`src/rtl/system_bus_ctrl.sv`:
```
// 6502 system bus controller: phi generation, CPU reset stretch, address decode, ROM wait states,
// read-data mux and memory-mapped LED/key port. Define TIMER_IRQ_EN to add the interval timer.
module system_bus_ctrl #(
    parameter int                CLK_DIV  = 50,
    parameter int                ADDR_W   = 16,
    parameter int                RES_HOLD = 8,
    parameter logic [ADDR_W-1:0] ROM_BASE = 16'hF000,
    parameter logic [ADDR_W-9:0] IO_PAGE  = 8'hD0,
    parameter int                ROM_WAIT = 1,
    parameter int                LED_W    = 18
) (
    input  logic              CLOCK_50,
    input  logic              res_n,
    output logic              phi,
    output logic              phi_fall,
    output logic              cpu_res,
    input  logic [ADDR_W-1:0] ab,
    input  logic [7:0]        dbo,
    input  logic              rw,
    output logic              rdy,
    output logic [7:0]        dbi,
    output logic              ram_cs,
    output logic              ram_we,
    output logic              rom_cs,
    input  logic [7:0]        ram_rdata,
    input  logic [7:0]        rom_rdata,
    input  logic [3:0]        key,
    output logic [LED_W-1:0]  led,
    output logic              irq_n
);
    localparam int                CNT_W     = $clog2(CLK_DIV);
    localparam int                HOLD_W    = $clog2(RES_HOLD + 1);
    localparam logic [CNT_W-1:0]  CNT_LAST  = CNT_W'(CLK_DIV - 1);
    localparam logic [CNT_W-1:0]  CNT_HALF  = CNT_W'(CLK_DIV / 2);
    localparam logic [CNT_W-1:0]  CNT_DBI   = CNT_W'(CLK_DIV - 2);
    localparam logic [HOLD_W-1:0] HOLD_LAST = HOLD_W'(RES_HOLD - 1);
    localparam logic [3:0]        WAIT_LOAD = 4'(ROM_WAIT);

    logic [CNT_W-1:0]  cnt;
    logic [HOLD_W-1:0] hold_cnt;
    logic [3:0]        wcnt;
    logic              waited;
    logic              io_sel;
    logic              io_wr;
    logic [7:0]        io_off;
    logic [7:0]        rd_data;
    logic [3:0]        key_meta;
    logic [3:0]        key_sync;

    // NOTE: sequential state uses non-blocking (<=) so every flop samples pre-edge values.
    always_ff @(posedge CLOCK_50 or negedge res_n) begin
        if (!res_n)        cnt <= '0;
        else if (phi_fall) cnt <= '0;
        else               cnt <= cnt + 1'b1;
    end

    assign phi      = (cnt >= CNT_HALF);
    assign phi_fall = (cnt == CNT_LAST);

    // CPU reset is released in the cycle after the RES_HOLD-th phi_fall.
    always_ff @(posedge CLOCK_50 or negedge res_n) begin
        if (!res_n) begin
            hold_cnt <= '0;
            cpu_res  <= 1'b1;
        end else if (phi_fall && cpu_res) begin
            if (hold_cnt == HOLD_LAST) cpu_res  <= 1'b0;
            else                       hold_cnt <= hold_cnt + 1'b1;
        end
    end

    assign io_sel = (ab[ADDR_W-1:8] == IO_PAGE);
    assign rom_cs = !io_sel && (ab >= ROM_BASE);
    assign ram_cs = !io_sel && !rom_cs;
    assign ram_we = phi_fall && ram_cs && !rw;
    assign io_off = ab[7:0];
    assign io_wr  = phi_fall && io_sel && !rw;

    // waited marks the bus cycle that has already served its wait states, so it is not re-stalled.
    always_ff @(posedge CLOCK_50 or negedge res_n) begin
        if (!res_n) begin
            wcnt   <= '0;
            rdy    <= 1'b1;
            waited <= 1'b0;
        end else begin
            if ((ROM_WAIT > 0) && (cnt == CNT_HALF) && rom_cs && rw && rdy && !waited) begin
                wcnt <= WAIT_LOAD;
                rdy  <= 1'b0;
            end
            if (phi_fall) begin
                if (wcnt != 4'd0) begin
                    wcnt <= wcnt - 4'd1;
                    if (wcnt == 4'd1) begin
                        rdy    <= 1'b1;
                        waited <= 1'b1;
                    end
                end else if (rdy) begin
                    waited <= 1'b0;
                end
            end
        end
    end

    always_ff @(posedge CLOCK_50 or negedge res_n) begin
        if (!res_n) begin
            key_meta <= '0;
            key_sync <= '0;
        end else begin
            key_meta <= key;
            key_sync <= key_meta;
        end
    end

    always_ff @(posedge CLOCK_50 or negedge res_n) begin
        if (!res_n) begin
            led <= '0;
        end else if (io_wr) begin
            case (io_off)
                8'h00:   led[7:0]         <= dbo;
                8'h01:   led[15:8]        <= dbo;
                8'h02:   led[LED_W-1:16]  <= dbo[LED_W-17:0];
                default: ;
            endcase
        end
    end

`ifdef TIMER_IRQ_EN
    logic [15:0] tmr_reload;
    logic [15:0] tmr_cnt;
    logic        tmr_run;
    logic        tmr_ien;
    logic        tmr_flag;
    logic        io_rd_commit;

    assign io_rd_commit = phi_fall && io_sel && rw && rdy;

    always_ff @(posedge CLOCK_50 or negedge res_n) begin
        if (!res_n) begin
            tmr_reload <= '0;
            tmr_cnt    <= '0;
            tmr_run    <= 1'b0;
            tmr_ien    <= 1'b0;
            tmr_flag   <= 1'b0;
        end else begin
            if (io_wr && io_off == 8'h04) tmr_reload[7:0]  <= dbo;
            if (io_wr && io_off == 8'h05) tmr_reload[15:8] <= dbo;
            if (io_wr && io_off == 8'h06) begin
                tmr_run <= dbo[0];
                tmr_ien <= dbo[1];
            end
            if (io_wr && io_off == 8'h06 && dbo[0] && !tmr_run) begin
                tmr_cnt <= tmr_reload;
            end else if (phi_fall && tmr_run) begin
                if (tmr_cnt == 16'd0) tmr_cnt <= tmr_reload;
                else                  tmr_cnt <= tmr_cnt - 16'd1;
            end
            // A terminal count in the same cycle as a status access keeps the flag set.
            if (phi_fall && tmr_run && tmr_cnt == 16'd0)
                tmr_flag <= 1'b1;
            else if (io_off == 8'h07 && (io_wr || io_rd_commit))
                tmr_flag <= 1'b0;
        end
    end

    assign irq_n = !(tmr_flag && tmr_ien);
`else
    assign irq_n = 1'b1;
`endif

    // NOTE: default assignment first so no path through this block infers a latch.
    always_comb begin
        rd_data = 8'h00;
        if (io_sel) begin
            case (io_off)
                8'h00:   rd_data = led[7:0];
                8'h01:   rd_data = led[15:8];
                8'h02:   rd_data = 8'(led[LED_W-1:16]);
                8'h03:   rd_data = {4'h0, key_sync};
`ifdef TIMER_IRQ_EN
                8'h04:   rd_data = tmr_reload[7:0];
                8'h05:   rd_data = tmr_reload[15:8];
                8'h06:   rd_data = {6'h00, tmr_ien, tmr_run};
                8'h07:   rd_data = {7'h00, tmr_flag};
`endif
                default: rd_data = 8'h00;
            endcase
        end else if (rom_cs) begin
            rd_data = rom_rdata;
        end else begin
            rd_data = ram_rdata;
        end
    end

    always_ff @(posedge CLOCK_50 or negedge res_n) begin
        if (!res_n)              dbi <= '0;
        else if (cnt == CNT_DBI) dbi <= rd_data;
    end

endmodule

```
`config.mk`:
```
export PLATFORM = sky130hd
export DESIGN_NAME = system_bus_ctrl
export DESIGN_NICKNAME = d
export VERILOG_FILES = /design/src/rtl/system_bus_ctrl.sv
export SDC_FILE = /design/constraint.sdc
export NUM_CORES = 1
export LEC_CHECK = 0
export ABC_CLOCK_PERIOD_IN_PS = 1700
export CORE_MARGIN = 2
export CORE_UTILIZATION = 25
export CTS_BUF_LIST = sky130_fd_sc_hd__clkbuf_8
export CTS_CLUSTER_DIAMETER = 200
export DETAILED_ROUTE_END_ITERATION = 16
export PLACE_DENSITY = 0.61
export SLEW_MARGIN = 20
export SYNTH_ARGS = -nofsm -noshare
export SYNTH_HDL_FRONTEND = slang
export SYNTH_SLANG_ARGS = --single-unit
export TNS_END_PERCENT = 10
```
`constraint.sdc`:
```
create_clock -name CLOCK_50 -period 1.7 [get_ports CLOCK_50]
set_input_delay 0.425 -clock CLOCK_50 [delete_from_list [all_inputs] [get_ports CLOCK_50]]
set_output_delay 0.425 -clock CLOCK_50 [all_outputs]
set_load 0.1 [all_outputs]
```
==> out/metrics.yaml, run 1 <==
postSynth.topFlopCell: "sky130_fd_sc_hd__dfrtp_1"
fraction_of_final_layout_cells_sized_beyond_drive_strength_1_pct: 40.30
cpLargestDelayFamily: "simple AND/OR/NAND/NOR gates"
nets: 388
clk_transition_reported_paths_ns: 0.10
place.detailed.hpwl_um: 5437
power.ir.vdd_worst_v: 0.0003306
i_o_pin_count: 81
clock_insertion_delay_at_the_later_pin_of_the_skew_report_ns: 0.32
timing.critical_path.to_type: "output port"
ys_types: 48
grt_pass1_vias: 2295
postRouteWirelength_um: 7032
floorplan.initialDensity_pct: 25.74
crit_path_cell_trace: "and4bb_2 > nand2_1 > buf_4 > clkinv_8 > buf_12"
timing.critical_path.slowest_cell_delay_ns: 0.39
cp_num_buf_inv: 3
setup-tns-final_ns: -3.368
layout_worst_path_cycle_share_pct: 120.9
drc: 0
worst_ep_required_time_ns: 1.27
worstSetupPathType: "reg -> out"
maxClockFrequency_ghz: 0.4864
finalClockSkew_ns: 0.01166
sequential_fraction_of_the_synthesis_area_pct: 50.82
grt_first_pass_wirelength_um: 11620
fraction_of_synthesized_cell_area_in_xor_and_xnor_cells_pct: 2.089
critical_path_peak_fanout: 6
postRouteAntennaNets: 0
asyncSetResetFlopFracSynth_pct: 100.0
chip_width_um: 104.3
design.core.area_sq_um: 9774
synth_edf_count: 0
grt_overflow: 0
fin_total_pwr_uw: 2429
numCtsBuffers: 5
cts_tree: "built"
timing.hold.worst.class: "in -> async"
drt_first_iter_violations: 65
fillerInstances: 933
final_critical_path_setup_slack_ns: -0.3559
crit_path_top_delay_cell: "sky130_fd_sc_hd__dfrtp_1"
area_growth_from_synthesis_to_layout_pct: 70.81
synth_area_sq_um: 2516
setup.worst_path.start_class: "flip-flop"
all_layer_global_routing_usage_pct: 13.46
syn_nets: 266
startpoint_of_the_most_critical_setup_path: "cnt[3]$_DFF_PN0_"
final_period_minus_worst_setup_slack_ns: 2.056
combinational_family_with_the_most_area_after_synthesis: "simple AND/OR/NAND/NOR gates"
fin_cells: 468
dr_total_vias: 2129
h_tree_lvl_count: 2
register_area_sq_um: 1279
drt-vias-per-instance: 4.549
synthesis.instances: 212
place_inst: 456
row_count: 36
hold_viol: 0
placedInstanceArea_sq_um: 4104
synth-simple-area-share_pct: 17.01
rr_startpoint: "cnt[3]$_DFF_PN0_"
routabilityCongestion: 0.8119
worst-endpoint-arrival_ns: 1.63
multi_input_comb_area_sq_um: 1245
yosys_warn_count: 0
io_buffers: 79
clock-root-buffer: "sky130_fd_sc_hd__clkbuf_8"
p_leak_uw: 0.001870
pwrdens_nw_per_um2: 565.1
grt_start_max_net_pins: 52
routed_length_per_placed_instance_um: 15.03
die_height_um: 104.3
synth-compound-area-share_pct: 10.59
finalSetupViolCount: 20
cts_max_path_buffers: 2
final_area_sq_um: 4298
design.die.area_sq_um: 10880
grt_setup_unrepaired: "yes"
number_of_maximum_capacitance_violations: 0
post_synth_fa_ha_maj_area_fraction_pct: 3.481
cts.sinks: 51
grt_antenna_before_repair: 0
run_status: "finished, violations left"
antenna-diode-count: 0
post_cts_hold_buffer_count: 0
drt_pass1_iterations: 4
dp_worst_slack_ns: -0.8265
failed_checks: "negative setup slack"
synthMuxAreaShare_pct: 13.18
timing.final.max_slew_violations: 0
ys_seq_elements: 51
postSynthAreaPerCell_sq_um: 11.87
==> per-stage QoR <==
step	hold slack, ns	util (%)
3_3_place_gp	0.3315	41.99
2_1_floorplan	0.1294	-
4_1_cts	0.09161	43.73
3_5_place_dp	0.3356	41.99
5_1_grt	0.1012	43.97
6_report	0.08495	43.97
==> layout by cell type, fill, tap and decap left out, types with 4 or more instances in the layout <==
| master | netlist | layout |
|---|---|---|
| sky130_fd_sc_hd__mux2_2 | 12 | 10 |
| sky130_fd_sc_hd__buf_6 | 0 | 8 |
| sky130_fd_sc_hd__mux2i_1 | 5 | 5 |
| sky130_fd_sc_hd__buf_12 | 0 | 35 |
| sky130_fd_sc_hd__clkdlybuf4s50_1 | 0 | 31 |
| sky130_fd_sc_hd__ha_1 | 7 | 6 |
| sky130_fd_sc_hd__nand3b_1 | 4 | 4 |
| sky130_fd_sc_hd__buf_4 | 2 | 35 |
| sky130_fd_sc_hd__mux2_4 | 0 | 9 |
| sky130_fd_sc_hd__clkbuf_8 | 0 | 5 |
| sky130_fd_sc_hd__o21ai_0 | 6 | 6 |
| sky130_fd_sc_hd__dfrtp_1 | 49 | 49 |
| sky130_fd_sc_hd__nand4_1 | 5 | 5 |
| sky130_fd_sc_hd__o21a_1 | 4 | 4 |
| sky130_fd_sc_hd__xnor2_1 | 4 | 4 |
| sky130_fd_sc_hd__nand2_1 | 13 | 12 |
| sky130_fd_sc_hd__a221o_1 | 4 | 4 |
| sky130_fd_sc_hd__dlygate4sd2_1 | 0 | 6 |
| sky130_fd_sc_hd__o22a_1 | 4 | 4 |
| sky130_fd_sc_hd__nand3_1 | 10 | 8 |
| sky130_fd_sc_hd__and2_1 | 5 | 5 |
| sky130_fd_sc_hd__o221ai_1 | 4 | 4 |
| sky130_fd_sc_hd__nor2_1 | 16 | 14 |
==> where the power goes <==
| group | switching, uW | total (uW) | internal [uW] |
|---|---|---|---|
| clock | 448 | 744 | 295 |
| sequential | 17.4 | 1250 | 1240 |
| combinational | 233 | 433 | 200 |
==> path summary, 6_finish.rpt <==
path	end	slack (ns)	depth (start not counted)
setup / recovery	phi_fall	-0.36	5
hold / removal	key_meta[0]$_DFF_PN0_	0.08	2
max in group asynchronous	rdy$_DFF_PN1_	1.33	2
min in group CLOCK_50	key_sync[1]$_DFF_PN0_	0.35	0
setup reg to reg	led[9]$_DFFE_PN0P_	-0.10	5
hold reg to reg	key_sync[1]$_DFF_PN0_	0.35	0
==> metal layers <==
metal | GRT usage [%] | wire length, um
met1 | 17.89 | 3221
met2 | 21.90 | 3409
met3 | 2.945 | 319
met4 | 4.054 | 81
met5 | 0 | 0
==> layout make-up <==
class                           instances  share of cell area (%)
Tap cell                              133                   3.872
Clock buffer                            5                   1.601
Sequential cell                        51                   29.75
Clock inverter                          3                  0.5531
Multi-Input combinational cell        146                   28.97
Inverter                                8                   1.106
Timing Repair Buffer                  122                   34.15
==> flip-flops by register name, indices dropped and copies added (netlist names) <==
name,flops
led,18
dbi,8
cnt,6
hold_cnt,4
key_meta,4
key_sync,4
wcnt,4
cpu_res,1
rdy,1
waited,1
==> cell usage after synthesis, types with 3 or more instances <==
library cell | n | share of area [%]
sky130_fd_sc_hd__a21oi_1 | 3 | 0.60
sky130_fd_sc_hd__nand2_1 | 13 | 1.9
sky130_fd_sc_hd__o21a_1 | 4 | 1.2
sky130_fd_sc_hd__a221o_1 | 4 | 1.6
sky130_fd_sc_hd__ha_1 | 7 | 3.5
sky130_fd_sc_hd__o21ai_0 | 6 | 1.2
sky130_fd_sc_hd__nand3b_1 | 4 | 1.2
sky130_fd_sc_hd__mux2i_1 | 5 | 2.0
sky130_fd_sc_hd__nor2_1 | 16 | 2.4
sky130_fd_sc_hd__nand3_1 | 10 | 2.0
sky130_fd_sc_hd__o22a_1 | 4 | 1.4
sky130_fd_sc_hd__buf_2 | 3 | 0.60
sky130_fd_sc_hd__xnor2_1 | 4 | 1.4
sky130_fd_sc_hd__mux2_2 | 12 | 5.4
sky130_fd_sc_hd__o221ai_1 | 4 | 1.4
sky130_fd_sc_hd__inv_1 | 6 | 0.90
sky130_fd_sc_hd__mux2_1 | 9 | 4.0
sky130_fd_sc_hd__nor3_1 | 3 | 0.60
sky130_fd_sc_hd__dfrtp_1 | 49 | 49
sky130_fd_sc_hd__nand4_1 | 5 | 1.2
sky130_fd_sc_hd__and2_1 | 5 | 1.2
==> cells by family after synthesis <==
group | Yosys count
AO/OA/AOI/OAI | 34
multiplexers | 28
flip-flops | 51
XOR/XNOR | 6
adder cells (fa/ha/maj) | 7
AND/OR/NAND/NOR | 70
other | 1
buffers and inverters | 15
==> repair_timing <==
| action | in CTS | in global routing |
|---|---|---|
| resized for setup | 52 | 7 |
| setup buffers | 3 | 1 |
| pin swaps | 12 | 5 |
| setup endpoints to repair | 36 | 34 |
Note: power is estimated with default switching activity, not from simulation.
==> inputs of run 2 (changes only) <==
--- a/config.mk
+++ b/config.mk
@@ -11,6 +11,7 @@
 export CTS_BUF_LIST = sky130_fd_sc_hd__clkbuf_8
 export CTS_CLUSTER_DIAMETER = 200
 export DETAILED_ROUTE_END_ITERATION = 16
+export HOLD_SLACK_MARGIN = 0.12
 export PLACE_DENSITY = 0.61
 export SLEW_MARGIN = 20
 export SYNTH_ARGS = -nofsm -noshare
==> constraint.sdc (replaced) <==
create_clock -name CLOCK_50 -period 1.7 [get_ports CLOCK_50]
set_input_delay 0.425 -clock CLOCK_50 [delete_from_list [all_inputs] [get_ports CLOCK_50]]
set_output_delay 0.425 -clock CLOCK_50 [all_outputs]
set_load 0.02 [all_outputs]
==> run 2 against run 1 <==
Net effect: the flow still finishes with violations (negative setup slack); flip-flop and latch count unchanged; die area did not move; first-iteration DRC count grew 91%; clock-buffer cell count is the same; maximum frequency rose by 6.9%; critical path type is now reg -> reg; critical path depth grew 1; clock skew down 0.0013 ns; final area down 7.6%; via count is 2.7% higher; power shrank 9.5%.
==> out/metrics.yaml, run 2 (synthesis results as in run 1) <==
die_height_um: 104.3  # unchanged
dr_total_vias: 2187  # was 2129
grt_setup_unrepaired: "yes"  # unchanged
worstSetupPathType: "reg -> reg"  # was reg -> out
finalSetupViolCount: 26  # was 20
layout_commonest_cell: "sky130_fd_sc_hd__dfrtp_1"  # unchanged
biggestRegsByFlops: "led x18, dbi x8, cnt x6"  # unchanged
register_ranked_first_by_flip_flop_count: "led"  # unchanged
grt_start_max_net_pins: 29  # was 52
largest_register_ffs: 18  # unchanged
grt_pass1_vias: 2290  # was 2295
io_buffers: 79  # unchanged
power.ir.vdd_worst_v: 0.0003619  # was 0.0003306 V
fin_total_pwr_uw: 2198  # was 2429 uW
timing.final.max_slew_violations: 0  # unchanged
routabilityCongestion: 0.8157  # was 0.8119
final_critical_path_setup_slack_ns: -0.2239  # was -0.3559 ns
maxClockFrequency_ghz: 0.5198  # was 0.4864 GHz
layout_worst_path_cycle_share_pct: 113.2  # was 120.9%
routed_length_per_placed_instance_um: 15.08  # was 15.03 um
worst-endpoint-arrival_ns: 2.11  # was 1.63 ns
grt_antenna_before_repair: 0  # unchanged
failed_checks: "negative setup slack"  # unchanged
all_layer_global_routing_usage_pct: 13.69  # was 13.46%
design.core.area_sq_um: 9774  # unchanged
finalClockSkew_ns: 0.01040  # was 0.01166 ns
fraction_of_final_layout_cells_sized_beyond_drive_strength_1_pct: 33.72  # was 40.30%
cts_max_path_buffers: 2  # unchanged
place.detailed.hpwl_um: 5561  # was 5437 um
nets: 394  # was 388
critical_path_peak_fanout: 4  # was 6
setup-tns-final_ns: -3.771  # was -3.368 ns
numCtsBuffers: 5  # unchanged
chip_width_um: 104.3  # unchanged
worst_ep_required_time_ns: 1.88  # was 1.27 ns
postRouteWirelength_um: 7147  # was 7032 um
antenna-diode-count: 0  # unchanged
postLayoutCoreUtil_pct: 40.64  # was 43.97%
grt_overflow: 0  # unchanged
h_tree_lvl_count: 2  # unchanged
cts.sinks: 51  # unchanged
p_leak_uw: 0.001839  # was 0.001870 uW
final_period_minus_worst_setup_slack_ns: 1.924  # was 2.056 ns
drt_first_iter_violations: 124  # was 65
clock_insertion_delay_at_the_later_pin_of_the_skew_report_ns: 0.30  # was 0.32 ns
grt_first_pass_wirelength_um: 12000  # was 11620 um
i_o_pin_count: 81  # unchanged
floorplan.initialDensity_pct: 25.74  # unchanged
run_status: "finished, violations left"  # unchanged
hold_viol: 0  # unchanged
number_of_maximum_capacitance_violations: 0  # unchanged
timing.critical_path.to_type: "flip-flop"  # was output port
area_growth_from_synthesis_to_layout_pct: 57.88  # was 70.81%
pwrdens_nw_per_um2: 553.4  # was 565.1 nW/um^2
cts_tree: "built"  # unchanged
post_cts_hold_buffer_count: 0  # unchanged
drt_pass1_iterations: 4  # unchanged
clock-root-buffer: "sky130_fd_sc_hd__clkbuf_8"  # unchanged
postRouteAntennaNets: 0  # unchanged
most-common-layout-cells: "49 x sky130_fd_sc_hd__dfrtp_1, 39 x sky130_fd_sc_hd__buf_4, 33 x sky130_fd_sc_hd__dlygate4sd2_1"  # was 49 x sky130_fd_sc_hd__dfrtp_1, 35 x sky130_fd_sc_hd__buf_12, 35 x sky130_fd_sc_hd__buf_4
setup.worst_path.start_class: "flip-flop"  # unchanged
drc: 0  # unchanged
drt-vias-per-instance: 4.614  # was 4.549
design.die.area_sq_um: 10880  # unchanged
timing.hold.worst.class: "in -> async"  # unchanged
row_count: 36  # unchanged
clk_transition_reported_paths_ns: 0.09  # was 0.10 ns
## run 2: cell types whose count changed in the layout (fill, tap and decap cells not counted), sizes merged
cell	change
dlygate4sd2	+27
dlymetal6s2s	+1
buf	-23
clkinv	+1
clkdlybuf4s15	+2
clkdlybuf4s50	-1
clkinvlp	-1
## run 2: power by group
part	internal (uW)	total [uW]	switching [uW]
registers	1230	1240	9.34
logic	151	276	125
clock network	283	678	396
total	1670	2200	530
## run 2: per-layer routing
metal,GRT usage (%),vias up,wire [um],share of wire [%]
li1,-,1035,-,-
met1,19.02,1092,3354,47
met2,21.38,54,3416,48
met3,3.634,6,324,4.5
met4,2.896,0,53,0.74
met5,0,-,0,0
## run 2: final cells by class
cell class	instances	area, sq um
Inverter	8	32.53
Multi-Input combinational cell	146	1265
Clock buffer	5	68.82
Tap cell	133	166.4
Clock inverter	3	16.27
Sequential cell	51	1279
Timing Repair Buffer	128	1145
Fill cell	964	5802
## run 2: critical path: stages (launching register included)
cell and delay [ns]:
sky130_fd_sc_hd__dfrtp_1 0.40, sky130_fd_sc_hd__and4bb_2 0.34, sky130_fd_sc_hd__nand3b_1 0.14, sky130_fd_sc_hd__buf_4 0.16, sky130_fd_sc_hd__and4bb_2 0.33, sky130_fd_sc_hd__buf_6 0.14
sky130_fd_sc_hd__mux2_4 0.29
## run 2: final timing paths
check	startpoint	end	slack, ns	cells after the start
max in group asynchronous	res_n	cpu_res$_DFFE_PN1P_	1.29	2
min	res_n	hold_cnt[3]$_DFFE_PN0P_	0.12	2
min reg2reg	key_meta[2]$_DFF_PN0_	key_sync[2]$_DFF_PN0_	0.35	0
max	cnt[3]$_DFF_PN0_	led[9]$_DFFE_PN0P_	-0.22	6
min in group CLOCK_50	key_meta[2]$_DFF_PN0_	key_sync[2]$_DFF_PN0_	0.35	0
max reg2reg	cnt[3]$_DFF_PN0_	led[9]$_DFFE_PN0P_	-0.22	6
## run 2: per-stage QoR
stage	area (sq um)	setup slack, ns	cells	hold slack (ns)
5_1_grt	3973	-0.2920	474	0.1345
6_report	3973	-0.2239	474	0.1214
2_1_floorplan	2520	-0.2288	212	0.1294
3_3_place_gp	3769	-1.005	462	0.3324
4_1_cts	3940	-0.2592	474	0.1321
3_5_place_dp	3769	-1.022	462	0.3347
## run 2: repair_timing
action                                 in CTS  in global routing
pin swaps                                  18                  7
setup endpoints to repair                  63                 33
endpoints found under the hold margin       0                  0
gates resized for setup                   113                 15
gates cloned                                0                  0
buffers inserted                            4                  0
==> inputs of run 3 (changes only) <==
--- a/config.mk
+++ b/config.mk
@@ -6,6 +6,7 @@
 export NUM_CORES = 1
 export LEC_CHECK = 0
 export ABC_CLOCK_PERIOD_IN_PS = 1700
+export CAP_MARGIN = 20
 export CORE_MARGIN = 2
 export CORE_UTILIZATION = 25
 export CTS_BUF_LIST = sky130_fd_sc_hd__clkbuf_8
==> results of run 3 <==
No change in the layout: final DEF, timing and power equal those of run 2.
==> patch 1: new RTL, settings of run 1 <==
`RES_HOLD`: 8 -> 16.
--- a/src/rtl/system_bus_ctrl.sv
+++ b/src/rtl/system_bus_ctrl.sv
@@ -5,3 +5,3 @@
     parameter int                ADDR_W   = 16,
-    parameter int                RES_HOLD = 8,
+    parameter int                RES_HOLD = 16,
     parameter logic [ADDR_W-1:0] ROM_BASE = 16'hF000,
Function: no difference found for any inputs over 10 cycles, from zero or initial values; that may be too few to reach the edited logic, so the function may still have changed.
==> patch 1 against run 1 <==
The flow still finishes with violations (setup timing). Clock power grew 19%. Power increased by 7.2%. Wire length increased by 7.1%. Worst setup slack better by 27 ps. Sequential cell count increased by 1. Synthesized area rose by 0.85%. Final area rose by 4.9%. Combinational power is 1% higher. Sequential share of layout area is 0.84 points lower. First-iteration DRC count rose by 18%. Critical endpoint is now ram_we.
==> patch 1: results (changes against run 1) <==
pre-CTS setup slack=-832.6 ps (-6.081 ps); max incr delay on CP=560 ps (+170 ps); Vias/cell=4.573 (+0.53%); failing checks=setup timing; All-Layer GR Usage=13.92% (+0.46 points); slowest cell on the critical path=or4_4; vias in the first global route=2290 (-0.22%); Clock Skews=7.411 ps (-4.244 ps); Logic inverters=12 (+4); wire per inst=15.75 um (+4.8%); Multi-input comb cells=141 (-3.4%); Seq/total area=28.91% (-0.84 points); syn nets=267 (+0.38%); Non-clock buffer share=34.16% (about the same); hpwl dp=5710 um (+5.0%); M1 WL=3261 um (+1.2%); final core occ=45.92% (+2.0 points); Clock buf/inv share=2.553% (+0.40 points); Area contributors post-synth=dfrtp_1, mux2_2, mux2_4; filler cell count=920 (-1.4%); status=finished with violations; Placed Instances=458 (+0.44%); sequential-to-total area share from yosys stat=51.38% (+0.56 points); Finish-stage setup viols=23 (+15%); Clock Sinks=52 (+2.0%); min setup slack post-route=-329.4 ps (+26.52 ps); Final #Nets=399 (+2.8%); crit-path max FO=2 (-4); post-synthesis compound-gate area fraction=8.925% (-1.7 points); post-synthesis cell type count=45 (-6.3%); post-CTS sizing=62 (+19%); syn avg cell area=11.97 sq um (+0.85%); post-route setup TNS=-5167 ps (-1799 ps); Synth Area in Adders=3.945% (+0.46 points); Finished Layout Cells=478 (+2.1%); CP Data Arrival Time=1600 ps (-30 ps); wire length on met3=409 um (+28%)
## patch 1: layer usage
layer  track usage, %  vias up
met5                0        -
met4            3.143        0
met3            3.431        5
met2            23.61       62
met1            17.92     1087
li1                 -     1032
## patch 1: power by group through the flow
stage / logic [mW] / registers (mW) / clock network (mW)
final: 0.438 / 1.28 / 0.887
after global routing: 0.459 / 1.28 / 0.968
after CTS: 0.437 / 1.28 / 0.907
after detailed placement: 0.427 / 1.30 / 0
after global placement: 0.425 / 1.30 / 0
after floorplan: 0.0772 / 1.39 / 0
## patch 1: cells by family after synthesis
group / count (synthesis)
and+or+nand+nor: 61
DFF: 52
AOI/OAI and AO/OA: 35
muxes: 30
buffers and inverters: 19
adders and majority gates: 8
xor gates and xnor gates: 6
other: 1
## patch 1: worst register-to-register path, delay by kind of cell, from the launching register on
family                 cells  cell delay (ps)
buffers and inverters      2              270
flip-flops                 1              390
multiplexers               1              330
AND/OR/NAND/NOR            3              810
==> patch 2: new RTL, flow settings as in run 1 <==
Without the edit above. Register the input `key` before use, without a reset. The logic sees it one clock later. The other inputs are not delayed to match.
--- a/src/rtl/system_bus_ctrl.sv
+++ b/src/rtl/system_bus_ctrl.sv
@@ -38,2 +38,8 @@
 
+    logic [3:0] key_q;
+
+    always_ff @(posedge CLOCK_50) begin
+        key_q <= key;
+    end
+
     logic [CNT_W-1:0]  cnt;
@@ -107,3 +113,3 @@
         end else begin
-            key_meta <= key;
+            key_meta <= key_q;
             key_sync <= key_meta;
Check against the original RTL: same outputs for any inputs over 10 cycles, from zero or initial values; that may be too few to reach the edited logic, so the function may still have changed.
==> patch 2 against run 1 <==
The flow still finishes with violations (setup timing). Worst setup slack better by 140 ps. Sequential cell count grew 4. Sequential power up 8%. Final area up 4.1%. Synthesized area grew 3.5%. Highest routed layer unchanged. Power is 11% higher. Critical path type unchanged. Largest cell class unchanged. Wire length up 2.8%. Count of clock-buffer cells in the layout did not move.
==> patch 2: results (changes against run 1) <==
Psw=713.0 uW (+2.0%); crit-path max FO=3 (-3); Sequential Power=1.35 mW (+8%); critical path startpoint=cnt[0]; max incr delay on CP=440 ps (+50 ps); Critical Path End=phi; Finish-stage setup viols=21 (+5.0%); largest net degree at the start of global routing=36 (-31%); All-Layer GR Usage=12.93% (-0.54 points); first-pass GRT wire length=11410 um (-1.8%); Skew-Pair Late Insertion Delay=310 ps; hpwl dp=5470 um (+0.61%); min setup slack post-route=-211.0 ps (+144.9 ps); Vias/cell=4.522 (-0.59%); CP top delay family=flip-flops; sequential-to-total area share from yosys stat=52.16% (+1.3 points); Reg-to-Reg End=led[15]; r2r setup slk=-40 ps (+60 ps); vias in the first global route=2232 (-2.7%); Routed WL=7231 um (+2.8%); Synth top cells by count=dfrtp_1, mux2_2, nor2_1; clock group power=900 uW (+21%); maximum VDD drop=386.0 uV (+17%); clock slew at reported path FFs=110 ps; post-synthesis cell type count=52 (+8.3%); status=finished with violations; Final #Nets=388 (unchanged); CP Data Arrival Time=1490 ps (-140 ps); Clock Skews=8.382 ps (-3.273 ps); pre-CTS setup slack=-772.7 ps (+53.78 ps); failing checks=setup timing; 1st-iter DRT viols=73 (+12%); Routability Congestion=0.7467 (-8.0%); r2r worst-path depth=7 (+2); initial antenna violation count=0 (unchanged); syn nets=268 (+0.75%); worst flop-to-flop path startpoint=cnt[1]; async set or reset register ratio after synthesis=92.73% (-7.3 points); Power per Cell Area=600.9 nW/um^2 (+6.3%); filler cell count=937 (+0.43%)
==> patch 2: changes by cell type after synthesis, sizes merged, moves of 3 or more <==
cell	run 1	this run
dfxtp	0	4
nor3b	0	3
and3	0	4
nand2	13	7
a21boi	0	4
inv	7	10
and2	5	1
==> patch 2: kinds of logic (layout without fill, tap and decap cells) <==
family | Yosys count | count (layout) | share of synthesized area [%]
simple gates | 65 | 65 | 15.56
flops | 55 | 55 | 52.16
compound gates | 33 | 33 | 9.750
mux | 31 | 31 | 13.98
buf+inv | 17 | 138 | 3.362
fa+ha+maj | 7 | 7 | 3.362
xor+xnor | 5 | 5 | 1.681
other cells | 1 | 1 | 0.1440
==> patch 2: worst register-to-register path: stages, from the launching register on <==
cell and delay (ps):
dfrtp_1 400, inv_2 90, ha_4 170, nand3_4 110, inv_4 90, buf_6 90, and4_4 330, mux2_2 370
==> patch 2: layer usage <==
layer	routed length [um]	share of wire, %	up-vias	global-route usage (%)
met1	3207	44	1028	17.05
met5	0	0	-	0
met3	495	6.8	11	3.495
met4	106	1.5	0	3.571
li1	-	-	1022	-
met2	3421	47	69	20.92
==> patch 2: area by class of cell <==
cell class	instances	area share, %
clock buffers	5	1.538
clock inverters	3	1.035
inverters	10	0.9787
multi-input cells	142	30.17
flip-flops and latches	55	30.37
well taps	136	3.803
repair buffers	120	32.10
==> patch 2: metrics by stage <==
stage          TNS [ps]  cells  area (sq um)  hold WS [ps]
3_3_place_gp     -21780    453          4143         318.7
4_1_cts           -1898    466          4378         48.16
6_report          -1193    471          4474         36.02
3_5_place_dp     -22680    453          4143         319.5
5_1_grt           -2285    471          4474         74.45
2_1_floorplan     -5569    214          2636         129.4
==> patch 2: timing repair <==
action	CTS	global route
pin swaps	11	6
setup buffers	6	5
setup endpoints to repair	36	29
resized for setup	67	24
